--- config.mk ---
export PLATFORM = sky130hd
export DESIGN_NAME = my_axi4_lite_mst_cmd_flat
export DESIGN_NICKNAME = d
export VERILOG_FILES = /design/src/rtl/my_axi4_lite_mst_cmd_if.sv /design/src/rtl/my_axi4_lite_mst_cmd.sv /design/src/flat_wrapper.sv
export SDC_FILE = /design/constraint.sdc
export NUM_CORES = 1
export LEC_CHECK = 0
export ABC_AREA = 0
export BUFFER_PORTS_ARGS = -buffer_cell sky130_fd_sc_hd__clkbuf_2
export CORE_ASPECT_RATIO = 2
export CORE_UTILIZATION = 46
export DETAILED_ROUTE_END_ITERATION = 8
export PLACE_DENSITY = 0.88
export SLEW_MARGIN = 20
export SYNTH_ARGS = -nofsm -noshare
export SYNTH_HDL_FRONTEND = slang
export SYNTH_SLANG_ARGS = --single-unit
--- constraint.sdc ---
create_clock -name i_clk -period 1.7 [get_ports i_clk]
set_clock_uncertainty 0.05 [all_clocks]
set_input_delay 0.34 -clock i_clk [delete_from_list [all_inputs] [get_ports i_clk]]
set_output_delay 0.34 -clock i_clk [all_outputs]
set_load 0.01 [all_outputs]
--- src/rtl/my_axi4_lite_mst_cmd_if.sv ---
`default_nettype none
// ============================================================================
//  Module   : axi4_lite_if
//  Purpose  : AXI4-Lite signal bundle shared by a master and a slave.
//  Ports    : none (interface); modports mst_port / slv_port give direction.
//  Revision : 1.0 - initial release
// ============================================================================
interface axi4_lite_if #(
    parameter int AXI4_LITE_ADDR_BIT_WIDTH = 32,
    parameter int AXI4_LITE_DATA_BIT_WIDTH = 32
);
    logic [AXI4_LITE_ADDR_BIT_WIDTH-1:0]   awaddr;
    logic                                  awvalid;
    logic                                  awready;
    logic [AXI4_LITE_DATA_BIT_WIDTH-1:0]   wdata;
    logic [AXI4_LITE_DATA_BIT_WIDTH/8-1:0] wstrb;
    logic                                  wvalid;
    logic                                  wready;
    logic [1:0]                            bresp;
    logic                                  bvalid;
    logic                                  bready;
    logic [AXI4_LITE_ADDR_BIT_WIDTH-1:0]   araddr;
    logic                                  arvalid;
    logic                                  arready;
    logic [AXI4_LITE_DATA_BIT_WIDTH-1:0]   rdata;
    logic [1:0]                            rresp;
    logic                                  rvalid;
    logic                                  rready;

    modport mst_port (
        output awaddr, awvalid, wdata, wstrb, wvalid, bready, araddr, arvalid, rready,
        input  awready, wready, bresp, bvalid, arready, rdata, rresp, rvalid
    );

    modport slv_port (
        input  awaddr, awvalid, wdata, wstrb, wvalid, bready, araddr, arvalid, rready,
        output awready, wready, bresp, bvalid, arready, rdata, rresp, rvalid
    );
endinterface
`default_nettype wire

--- src/rtl/my_axi4_lite_mst_cmd.sv ---
`default_nettype none
// ============================================================================
//  Module   : my_axi4_lite_mst_cmd
//  Purpose  : Single-outstanding AXI4-Lite master. Turns a valid/ready command
//             stream (read or write) into one AXI4-Lite transaction at a time
//             and returns each completion on a valid/ready response stream.
//  Ports    : i_clk, i_sync_rst      - clock, synchronous active-high reset
//             i_cmd_*  / o_cmd_ready - command stream (is_wr, addr, wdata, wstrb)
//             o_rsp_*  / i_rsp_ready - response stream (is_wr, rdata, resp)
//             if_m_axi4_lite         - AXI4-Lite master port
//  Revision : 1.0 - initial release
// ============================================================================
module my_axi4_lite_mst_cmd #(
    parameter int AXI4_LITE_ADDR_BIT_WIDTH = 32,
    parameter int AXI4_LITE_DATA_BIT_WIDTH = 32
) (
    input  logic                                  i_clk,
    input  logic                                  i_sync_rst,
    input  logic                                  i_cmd_valid,
    output logic                                  o_cmd_ready,
    input  logic                                  i_cmd_is_wr,
    input  logic [AXI4_LITE_ADDR_BIT_WIDTH-1:0]   i_cmd_addr,
    input  logic [AXI4_LITE_DATA_BIT_WIDTH-1:0]   i_cmd_wdata,
    input  logic [AXI4_LITE_DATA_BIT_WIDTH/8-1:0] i_cmd_wstrb,
    output logic                                  o_rsp_valid,
    input  logic                                  i_rsp_ready,
    output logic                                  o_rsp_is_wr,
    output logic [AXI4_LITE_DATA_BIT_WIDTH-1:0]   o_rsp_rdata,
    output logic [1:0]                            o_rsp_resp,
    axi4_lite_if.mst_port                         if_m_axi4_lite
);

    localparam int c_AW = AXI4_LITE_ADDR_BIT_WIDTH;
    localparam int c_DW = AXI4_LITE_DATA_BIT_WIDTH;
    localparam int c_SW = AXI4_LITE_DATA_BIT_WIDTH / 8;

    typedef enum logic [2:0] {
        ST_IDLE    = 3'd0,
        ST_WR_AW_W = 3'd1,
        ST_WR_B    = 3'd2,
        ST_RD_AR   = 3'd3,
        ST_RD_R    = 3'd4,
        ST_RSP     = 3'd5
    } state_t;

    state_t            r_state;
    state_t            w_state_nxt;

    logic [c_AW-1:0]   r_awaddr;
    logic              r_awvalid;
    logic [c_DW-1:0]   r_wdata;
    logic [c_SW-1:0]   r_wstrb;
    logic              r_wvalid;
    logic              r_bready;
    logic [c_AW-1:0]   r_araddr;
    logic              r_arvalid;
    logic              r_rready;
    logic              r_aw_done;
    logic              r_w_done;
    logic              r_rsp_valid;
    logic              r_rsp_is_wr;
    logic [c_DW-1:0]   r_rsp_rdata;
    logic [1:0]        r_rsp_resp;

    logic              w_cmd_hs;
    logic              w_rsp_hs;
    logic              w_aw_hs;
    logic              w_w_hs;
    logic              w_aw_done;
    logic              w_w_done;
    logic              w_b_hs;
    logic              w_ar_hs;
    logic              w_r_hs;

    // Handshakes are formed from registered VALID/READY only, so no VALID
    // ever depends combinationally on a READY.
    assign w_cmd_hs  = i_cmd_valid && (r_state == ST_IDLE);
    assign w_rsp_hs  = r_rsp_valid && i_rsp_ready;
    assign w_aw_hs   = r_awvalid && if_m_axi4_lite.awready;
    assign w_w_hs    = r_wvalid && if_m_axi4_lite.wready;
    assign w_b_hs    = r_bready && if_m_axi4_lite.bvalid;
    assign w_ar_hs   = r_arvalid && if_m_axi4_lite.arready;
    assign w_r_hs    = r_rready && if_m_axi4_lite.rvalid;

    // AW and W complete independently; "done" includes a handshake happening
    // on this very edge so both channels finishing together is handled.
    assign w_aw_done = r_aw_done || w_aw_hs;
    assign w_w_done  = r_w_done || w_w_hs;

    // ------------------------------------------------------------------
    // State register
    // ------------------------------------------------------------------
    always_ff @(posedge i_clk) begin
        if (i_sync_rst) begin
            r_state <= ST_IDLE;
        end else begin
            r_state <= w_state_nxt;
        end
    end

    // ------------------------------------------------------------------
    // Next-state decode
    // ------------------------------------------------------------------
    always_comb begin
        w_state_nxt = r_state;
        case (r_state)
            ST_IDLE: begin
                if (w_cmd_hs) begin
                    w_state_nxt = i_cmd_is_wr ? ST_WR_AW_W : ST_RD_AR;
                end
            end
            ST_WR_AW_W: begin
                if (w_aw_done && w_w_done) begin
                    w_state_nxt = ST_WR_B;
                end
            end
            ST_WR_B: begin
                if (w_b_hs) begin
                    w_state_nxt = ST_RSP;
                end
            end
            ST_RD_AR: begin
                if (w_ar_hs) begin
                    w_state_nxt = ST_RD_R;
                end
            end
            ST_RD_R: begin
                if (w_r_hs) begin
                    w_state_nxt = ST_RSP;
                end
            end
            ST_RSP: begin
                if (w_rsp_hs) begin
                    w_state_nxt = ST_IDLE;
                end
            end
            default: begin
                w_state_nxt = ST_IDLE;
            end
        endcase
    end

    // ------------------------------------------------------------------
    // Registered AXI master outputs and response payload
    // ------------------------------------------------------------------
    always_ff @(posedge i_clk) begin
        if (i_sync_rst) begin
            r_awaddr    <= '0;
            r_awvalid   <= 1'b0;
            r_wdata     <= '0;
            r_wstrb     <= '0;
            r_wvalid    <= 1'b0;
            r_bready    <= 1'b0;
            r_araddr    <= '0;
            r_arvalid   <= 1'b0;
            r_rready    <= 1'b0;
            r_aw_done   <= 1'b0;
            r_w_done    <= 1'b0;
            r_rsp_valid <= 1'b0;
            r_rsp_is_wr <= 1'b0;
            r_rsp_rdata <= '0;
            r_rsp_resp  <= '0;
        end else begin
            case (r_state)
                ST_IDLE: begin
                    if (w_cmd_hs) begin
                        if (i_cmd_is_wr) begin
                            r_awaddr  <= i_cmd_addr;
                            r_wdata   <= i_cmd_wdata;
                            r_wstrb   <= i_cmd_wstrb;
                            r_awvalid <= 1'b1;
                            r_wvalid  <= 1'b1;
                            r_aw_done <= 1'b0;
                            r_w_done  <= 1'b0;
                        end else begin
                            r_araddr  <= i_cmd_addr;
                            r_arvalid <= 1'b1;
                        end
                    end
                end
                ST_WR_AW_W: begin
                    if (w_aw_hs) begin
                        r_awvalid <= 1'b0;
                    end
                    if (w_w_hs) begin
                        r_wvalid <= 1'b0;
                    end
                    r_aw_done <= w_aw_done;
                    r_w_done  <= w_w_done;
                    if (w_aw_done && w_w_done) begin
                        r_bready <= 1'b1;
                    end
                end
                ST_WR_B: begin
                    if (w_b_hs) begin
                        r_bready    <= 1'b0;
                        r_rsp_valid <= 1'b1;
                        r_rsp_is_wr <= 1'b1;
                        r_rsp_rdata <= '0;
                        r_rsp_resp  <= if_m_axi4_lite.bresp;
                    end
                end
                ST_RD_AR: begin
                    if (w_ar_hs) begin
                        r_arvalid <= 1'b0;
                        r_rready  <= 1'b1;
                    end
                end
                ST_RD_R: begin
                    if (w_r_hs) begin
                        r_rready    <= 1'b0;
                        r_rsp_valid <= 1'b1;
                        r_rsp_is_wr <= 1'b0;
                        r_rsp_rdata <= if_m_axi4_lite.rdata;
                        r_rsp_resp  <= if_m_axi4_lite.rresp;
                    end
                end
                ST_RSP: begin
                    if (w_rsp_hs) begin
                        r_rsp_valid <= 1'b0;
                    end
                end
                default: begin
                    r_rsp_valid <= 1'b0;
                end
            endcase
        end
    end

    // ------------------------------------------------------------------
    // Output assignments
    // ------------------------------------------------------------------
    assign o_cmd_ready            = (r_state == ST_IDLE);
    assign o_rsp_valid            = r_rsp_valid;
    assign o_rsp_is_wr            = r_rsp_is_wr;
    assign o_rsp_rdata            = r_rsp_rdata;
    assign o_rsp_resp             = r_rsp_resp;

    assign if_m_axi4_lite.awaddr  = r_awaddr;
    assign if_m_axi4_lite.awvalid = r_awvalid;
    assign if_m_axi4_lite.wdata   = r_wdata;
    assign if_m_axi4_lite.wstrb   = r_wstrb;
    assign if_m_axi4_lite.wvalid  = r_wvalid;
    assign if_m_axi4_lite.bready  = r_bready;
    assign if_m_axi4_lite.araddr  = r_araddr;
    assign if_m_axi4_lite.arvalid = r_arvalid;
    assign if_m_axi4_lite.rready  = r_rready;

endmodule
`default_nettype wire

--- src/flat_wrapper.sv ---
// flat-port wrapper written by rule: the top's interface ports become plain ports
module my_axi4_lite_mst_cmd_flat 
#(
    parameter int AXI4_LITE_ADDR_BIT_WIDTH = 32,
    parameter int AXI4_LITE_DATA_BIT_WIDTH = 32
)
  (i_clk, i_sync_rst, i_cmd_valid, o_cmd_ready, i_cmd_is_wr, i_cmd_addr, i_cmd_wdata, i_cmd_wstrb, o_rsp_valid, i_rsp_ready, o_rsp_is_wr, o_rsp_rdata, o_rsp_resp, if_m_axi4_lite_awaddr, if_m_axi4_lite_awvalid, if_m_axi4_lite_wdata, if_m_axi4_lite_wstrb, if_m_axi4_lite_wvalid, if_m_axi4_lite_bready, if_m_axi4_lite_araddr, if_m_axi4_lite_arvalid, if_m_axi4_lite_rready, if_m_axi4_lite_awready, if_m_axi4_lite_wready, if_m_axi4_lite_bresp, if_m_axi4_lite_bvalid, if_m_axi4_lite_arready, if_m_axi4_lite_rdata, if_m_axi4_lite_rresp, if_m_axi4_lite_rvalid);
  axi4_lite_if #(.AXI4_LITE_ADDR_BIT_WIDTH(AXI4_LITE_ADDR_BIT_WIDTH), .AXI4_LITE_DATA_BIT_WIDTH(AXI4_LITE_DATA_BIT_WIDTH)) if_m_axi4_lite_i ();
  input  logic i_clk;
  input  logic i_sync_rst;
  input  logic i_cmd_valid;
  output logic o_cmd_ready;
  input  logic i_cmd_is_wr;
  input  logic [AXI4_LITE_ADDR_BIT_WIDTH-1:0] i_cmd_addr;
  input  logic [AXI4_LITE_DATA_BIT_WIDTH-1:0] i_cmd_wdata;
  input  logic [AXI4_LITE_DATA_BIT_WIDTH/8-1:0] i_cmd_wstrb;
  output logic o_rsp_valid;
  input  logic i_rsp_ready;
  output logic o_rsp_is_wr;
  output logic [AXI4_LITE_DATA_BIT_WIDTH-1:0] o_rsp_rdata;
  output logic [1:0] o_rsp_resp;
  output wire logic [$bits(if_m_axi4_lite_i.awaddr)-1:0] if_m_axi4_lite_awaddr;
  output wire logic [$bits(if_m_axi4_lite_i.awvalid)-1:0] if_m_axi4_lite_awvalid;
  output wire logic [$bits(if_m_axi4_lite_i.wdata)-1:0] if_m_axi4_lite_wdata;
  output wire logic [$bits(if_m_axi4_lite_i.wstrb)-1:0] if_m_axi4_lite_wstrb;
  output wire logic [$bits(if_m_axi4_lite_i.wvalid)-1:0] if_m_axi4_lite_wvalid;
  output wire logic [$bits(if_m_axi4_lite_i.bready)-1:0] if_m_axi4_lite_bready;
  output wire logic [$bits(if_m_axi4_lite_i.araddr)-1:0] if_m_axi4_lite_araddr;
  output wire logic [$bits(if_m_axi4_lite_i.arvalid)-1:0] if_m_axi4_lite_arvalid;
  output wire logic [$bits(if_m_axi4_lite_i.rready)-1:0] if_m_axi4_lite_rready;
  input wire logic [$bits(if_m_axi4_lite_i.awready)-1:0] if_m_axi4_lite_awready;
  input wire logic [$bits(if_m_axi4_lite_i.wready)-1:0] if_m_axi4_lite_wready;
  input wire logic [$bits(if_m_axi4_lite_i.bresp)-1:0] if_m_axi4_lite_bresp;
  input wire logic [$bits(if_m_axi4_lite_i.bvalid)-1:0] if_m_axi4_lite_bvalid;
  input wire logic [$bits(if_m_axi4_lite_i.arready)-1:0] if_m_axi4_lite_arready;
  input wire logic [$bits(if_m_axi4_lite_i.rdata)-1:0] if_m_axi4_lite_rdata;
  input wire logic [$bits(if_m_axi4_lite_i.rresp)-1:0] if_m_axi4_lite_rresp;
  input wire logic [$bits(if_m_axi4_lite_i.rvalid)-1:0] if_m_axi4_lite_rvalid;
  assign if_m_axi4_lite_awaddr = if_m_axi4_lite_i.awaddr;
  assign if_m_axi4_lite_awvalid = if_m_axi4_lite_i.awvalid;
  assign if_m_axi4_lite_wdata = if_m_axi4_lite_i.wdata;
  assign if_m_axi4_lite_wstrb = if_m_axi4_lite_i.wstrb;
  assign if_m_axi4_lite_wvalid = if_m_axi4_lite_i.wvalid;
  assign if_m_axi4_lite_bready = if_m_axi4_lite_i.bready;
  assign if_m_axi4_lite_araddr = if_m_axi4_lite_i.araddr;
  assign if_m_axi4_lite_arvalid = if_m_axi4_lite_i.arvalid;
  assign if_m_axi4_lite_rready = if_m_axi4_lite_i.rready;
  assign if_m_axi4_lite_i.awready = if_m_axi4_lite_awready;
  assign if_m_axi4_lite_i.wready = if_m_axi4_lite_wready;
  assign if_m_axi4_lite_i.bresp = if_m_axi4_lite_bresp;
  assign if_m_axi4_lite_i.bvalid = if_m_axi4_lite_bvalid;
  assign if_m_axi4_lite_i.arready = if_m_axi4_lite_arready;
  assign if_m_axi4_lite_i.rdata = if_m_axi4_lite_rdata;
  assign if_m_axi4_lite_i.rresp = if_m_axi4_lite_rresp;
  assign if_m_axi4_lite_i.rvalid = if_m_axi4_lite_rvalid;
  my_axi4_lite_mst_cmd #(.AXI4_LITE_ADDR_BIT_WIDTH(AXI4_LITE_ADDR_BIT_WIDTH), .AXI4_LITE_DATA_BIT_WIDTH(AXI4_LITE_DATA_BIT_WIDTH)) u_core (.i_clk(i_clk), .i_sync_rst(i_sync_rst), .i_cmd_valid(i_cmd_valid), .o_cmd_ready(o_cmd_ready), .i_cmd_is_wr(i_cmd_is_wr), .i_cmd_addr(i_cmd_addr), .i_cmd_wdata(i_cmd_wdata), .i_cmd_wstrb(i_cmd_wstrb), .o_rsp_valid(o_rsp_valid), .i_rsp_ready(i_rsp_ready), .o_rsp_is_wr(o_rsp_is_wr), .o_rsp_rdata(o_rsp_rdata), .o_rsp_resp(o_rsp_resp), .if_m_axi4_lite(if_m_axi4_lite_i));
endmodule
==> flow_summary_export.csv <==
group,metric,value,unit
clock_tree,clkSinkCount,146,
power,swShare,0.291,
global_route,grt_pass1_wl,23400,µm
timing,relSlewSlack,0.629,
synthesis,synthFlopType,"dfxtp_1",
place,port_buffers,255,
power,powerDensity,1400,nW/µm²
synthesis,async_flop_share,0,
floorplanning,rows,54,
route,drt_iter0_markers,318,
floorplanning,die_x,77.3,µm
floorplanning,core,10900,µm²
global_route,grt_pass1_vias,4984,
synthesis,synth-warning-count,0,
synthesis,syn_avg_cell_area,8.27,µm²
run,cap_violations,0,
timing,worst_pin_slew,0.551,ns
setup_path,critPathCaptureType,"flip-flop",
power,intPower,7.53,mW
synthesis,synth_commonest_cells,"nand2_1 (210), dfxtp_1 (146), a21oi_1 (109), nor2_1 (46), a22oi_1 (33)",
global_route,grt_max_degree,79,
route,avgRoutedWirePerCell,15.1,µm
timing,fmaxAchievable,608,MHz
route,detail-route-antenna-nets,0,
timing,rsz0062_at_grt,"false",
setup_path,cp_max_fo,7,
timing,setup_viol,0,
timing,slew_viol_final,0,
final_layout,fill_cells,858,
floorplanning,start_util,0.477,
clock_tree,cts-buffers-inserted,17,
global_route,grt_overflow,0,
clock_tree,h-tree-depth,4,
setup_path,crit_type,"reg2reg",
route,route.detailed.drc,0,
synthesis,yosysTopAreaCell,"dfxtp_1",
clock_tree,cts_tree,"built",
place,hpwl,10200,µm
synthesis,syn-num-nets,745,
clock_tree,insertion_delay,0.40,ns
final_layout,final_core_util,0.694,
power,p_clk_frac,0.379,
timing,period_share,0.967,
final_layout,area_delta_synth_final,45.4,%
synthesis,synth_area_leaders,"dfxtp_1 (56%), nand2_1 (15%), a21oi_1 (10%)",
synthesis,yosysSeqAreaShare,0.560,
setup_path,startpoint_type,"flip-flop",
clock_tree,ctsHoldBuffers,0,
synthesis,synth.most_common_cell,"nand2_1",
timing,layout_min_cycle_time,1.64,ns
timing,hold_ws,0.105,ns
synthesis,synth_cell_types,35,
global_route,grt_antenna_before_repair,1,
final_layout,layout-drive-gt1-share,0.373,
synthesis,syn-instance-count,631,
synthesis,yosys_register_bits,146,
setup_path,reg2reg_slack,0.06,ns
route,vias_per_cell,5.17,
setup_path,crit_chain,"buf_4 > and2b_4 > a31oi_4 > nand4_4 > or3b_1 > a21oi_2",
synthesis,synth_top_cell_area_share,0.560,
final_layout,nets,1001,
floorplanning,die_h,153,µm
place,place_congestion,0.800,
route,totalWireLength,15700,µm
setup_path,cp.required,1.98,ns
setup_path,crit_path_max_incr_delay,0.38,ns
power,pwr-share-seq,0.381,
route,num_vias,5369,
power,power_frac_comb,0.240,
final_layout,n_antenna_cell,0,
synthesis,synth_edf_count,0,
clock_tree,root_buffer,"clkbuf_16",
power,ir_worst_vdd,0.00106,V
power,power_switching,3.09,mW
setup_path,slowest_stage,"dfxtp_4",
power,p_leak,3.39,nW
hold_path,hold_class,"in2reg",
synthesis,synth_area,5220,µm²
clock_tree,path_clk_slew,0.06,ns
clock_tree,clockBufferDepth,2,
route,first_pass_iters,5,
floorplanning,num_io_pins,256,
global_route,grtUsageTotal,0.249,
setup_path,crit_arrival,1.92,ns
floorplanning,die_area,11800,µm²
timing,finalHoldViolations,0,
status,status,"complete, no violations",
registers in the layout (all words and copies together) (netlist names):
| name | cells |
|---|---|
| u_core.r_state | 3 |
| u_core.if_m_axi4_lite.arvalid | 1 |
| u_core.o_rsp_resp | 2 |
| u_core.if_m_axi4_lite.araddr | 32 |
| u_core.o_rsp_valid | 1 |
| u_core.if_m_axi4_lite.wstrb | 4 |
| u_core.o_rsp_rdata | 32 |
| u_core.if_m_axi4_lite.bready | 1 |
| u_core.if_m_axi4_lite.rready | 1 |
| u_core.o_rsp_is_wr | 1 |
| u_core.if_m_axi4_lite.wdata | 32 |
| u_core.r_aw_done | 1 |
| u_core.if_m_axi4_lite.awaddr | 32 |
| u_core.if_m_axi4_lite.awvalid | 1 |
| u_core.r_w_done | 1 |
| u_core.if_m_axi4_lite.wvalid | 1 |
power groups by stage:
stage | Combinational, mW | Clock, mW | Sequential (mW)
final | 2.55 | 4.03 | 4.04
after detailed placement | 2.26 | 0 | 4.08
after global placement | 2.22 | 0 | 4.06
after CTS | 2.28 | 4.06 | 4.01
after global routing | 2.78 | 4.22 | 4.09
after floorplan | 1.15 | 0 | 4.21
path summary, 6_finish.rpt:
kind,startpoint,to,depth (start not counted)
worst max register to register,u_core.r_state[2]$_SDFFE_PP0P_,u_core.r_state[2]$_SDFFE_PP0P_,6
worst max-delay path,u_core.r_state[2]$_SDFFE_PP0P_,u_core.r_state[2]$_SDFFE_PP0P_,6
worst min-delay path,i_cmd_wstrb[3],u_core.if_m_axi4_lite.wstrb[3]$_SDFFE_PP0P_,3
worst min register to register,u_core.if_m_axi4_lite.awaddr[30]$_SDFFE_PP0P_,u_core.if_m_axi4_lite.awaddr[30]$_SDFFE_PP0P_,2
final cells by class:
class | instances | area, µm² | area share
clock buffers | 19 | 433 | 0.0570
clock inverters | 12 | 206 | 0.0272
inverters | 2 | 7.51 | 0.000989
multi-input cells | 436 | 2140 | 0.282
flip-flops and latches | 146 | 2930 | 0.386
well taps | 140 | 175 | 0.0231
repair buffers | 284 | 1690 | 0.223
routing by layer:
layer | up-vias | routed length (µm) | GRT usage
li1 | 2615 | - | -
met5 | - | 0 | 0
met3 | 48 | 930 | 0.0521
met2 | 236 | 8560 | 0.458
met4 | 0 | 640 | 0.137
met1 | 2470 | 5530 | 0.255
cells by family after synthesis:
kind of cell | share of synthesized area
DFF | 0.560
buffers and inverters | 0.0436
AOI/OAI and AO/OA | 0.179
and+or+nand+nor | 0.208
muxes | 0.0101
layout by cell type, fill, tap and decap left out, types with 5 or more instances in the layout:
master     Yosys  layout
a21oi_1      109     106
a22oi_1       33      33
buf_12         0       9
buf_4          7      13
bufinv_16      0       5
clkbuf_16      0      21
clkbuf_2       0     254
dfxtp_1      146     143
nand2_1      210     210
nor2_1        46      45
repair_timing:
item	CTS	global route
gates cloned	0	8
resized for setup	2	15
setup endpoints to repair	6	113
pin swaps	1	1
buffers inserted	0	1
worst max-delay path: cells and delay by family, from the launching register on:
family	cells	cell delay, ns
AND/OR/NAND/NOR	3	0.68
AO/OA/AOI/OAI	2	0.30
buffers and inverters	1	0.17
flip-flops	1	0.38
metrics by stage:
step / TNS, ns / setup WS (ns) / instances / area, µm² / total power, mW
after global placement: 0 / 0.0305 / 999 / 6730 / 6.28
final: 0 / 0.0554 / 1039 / 7590 / 10.6
after global routing: 0 / 0.00875 / 1039 / 7590 / 11.1
after floorplan: 0 / 0.114 / 631 / 5220 / 5.36
after CTS: -0.0343 / -0.0172 / 1030 / 7380 / 10.4
after detailed placement: -0.0108 / -0.00669 / 999 / 6730 / 6.34
No activity file was read; power rests on OpenSTA's default activity.
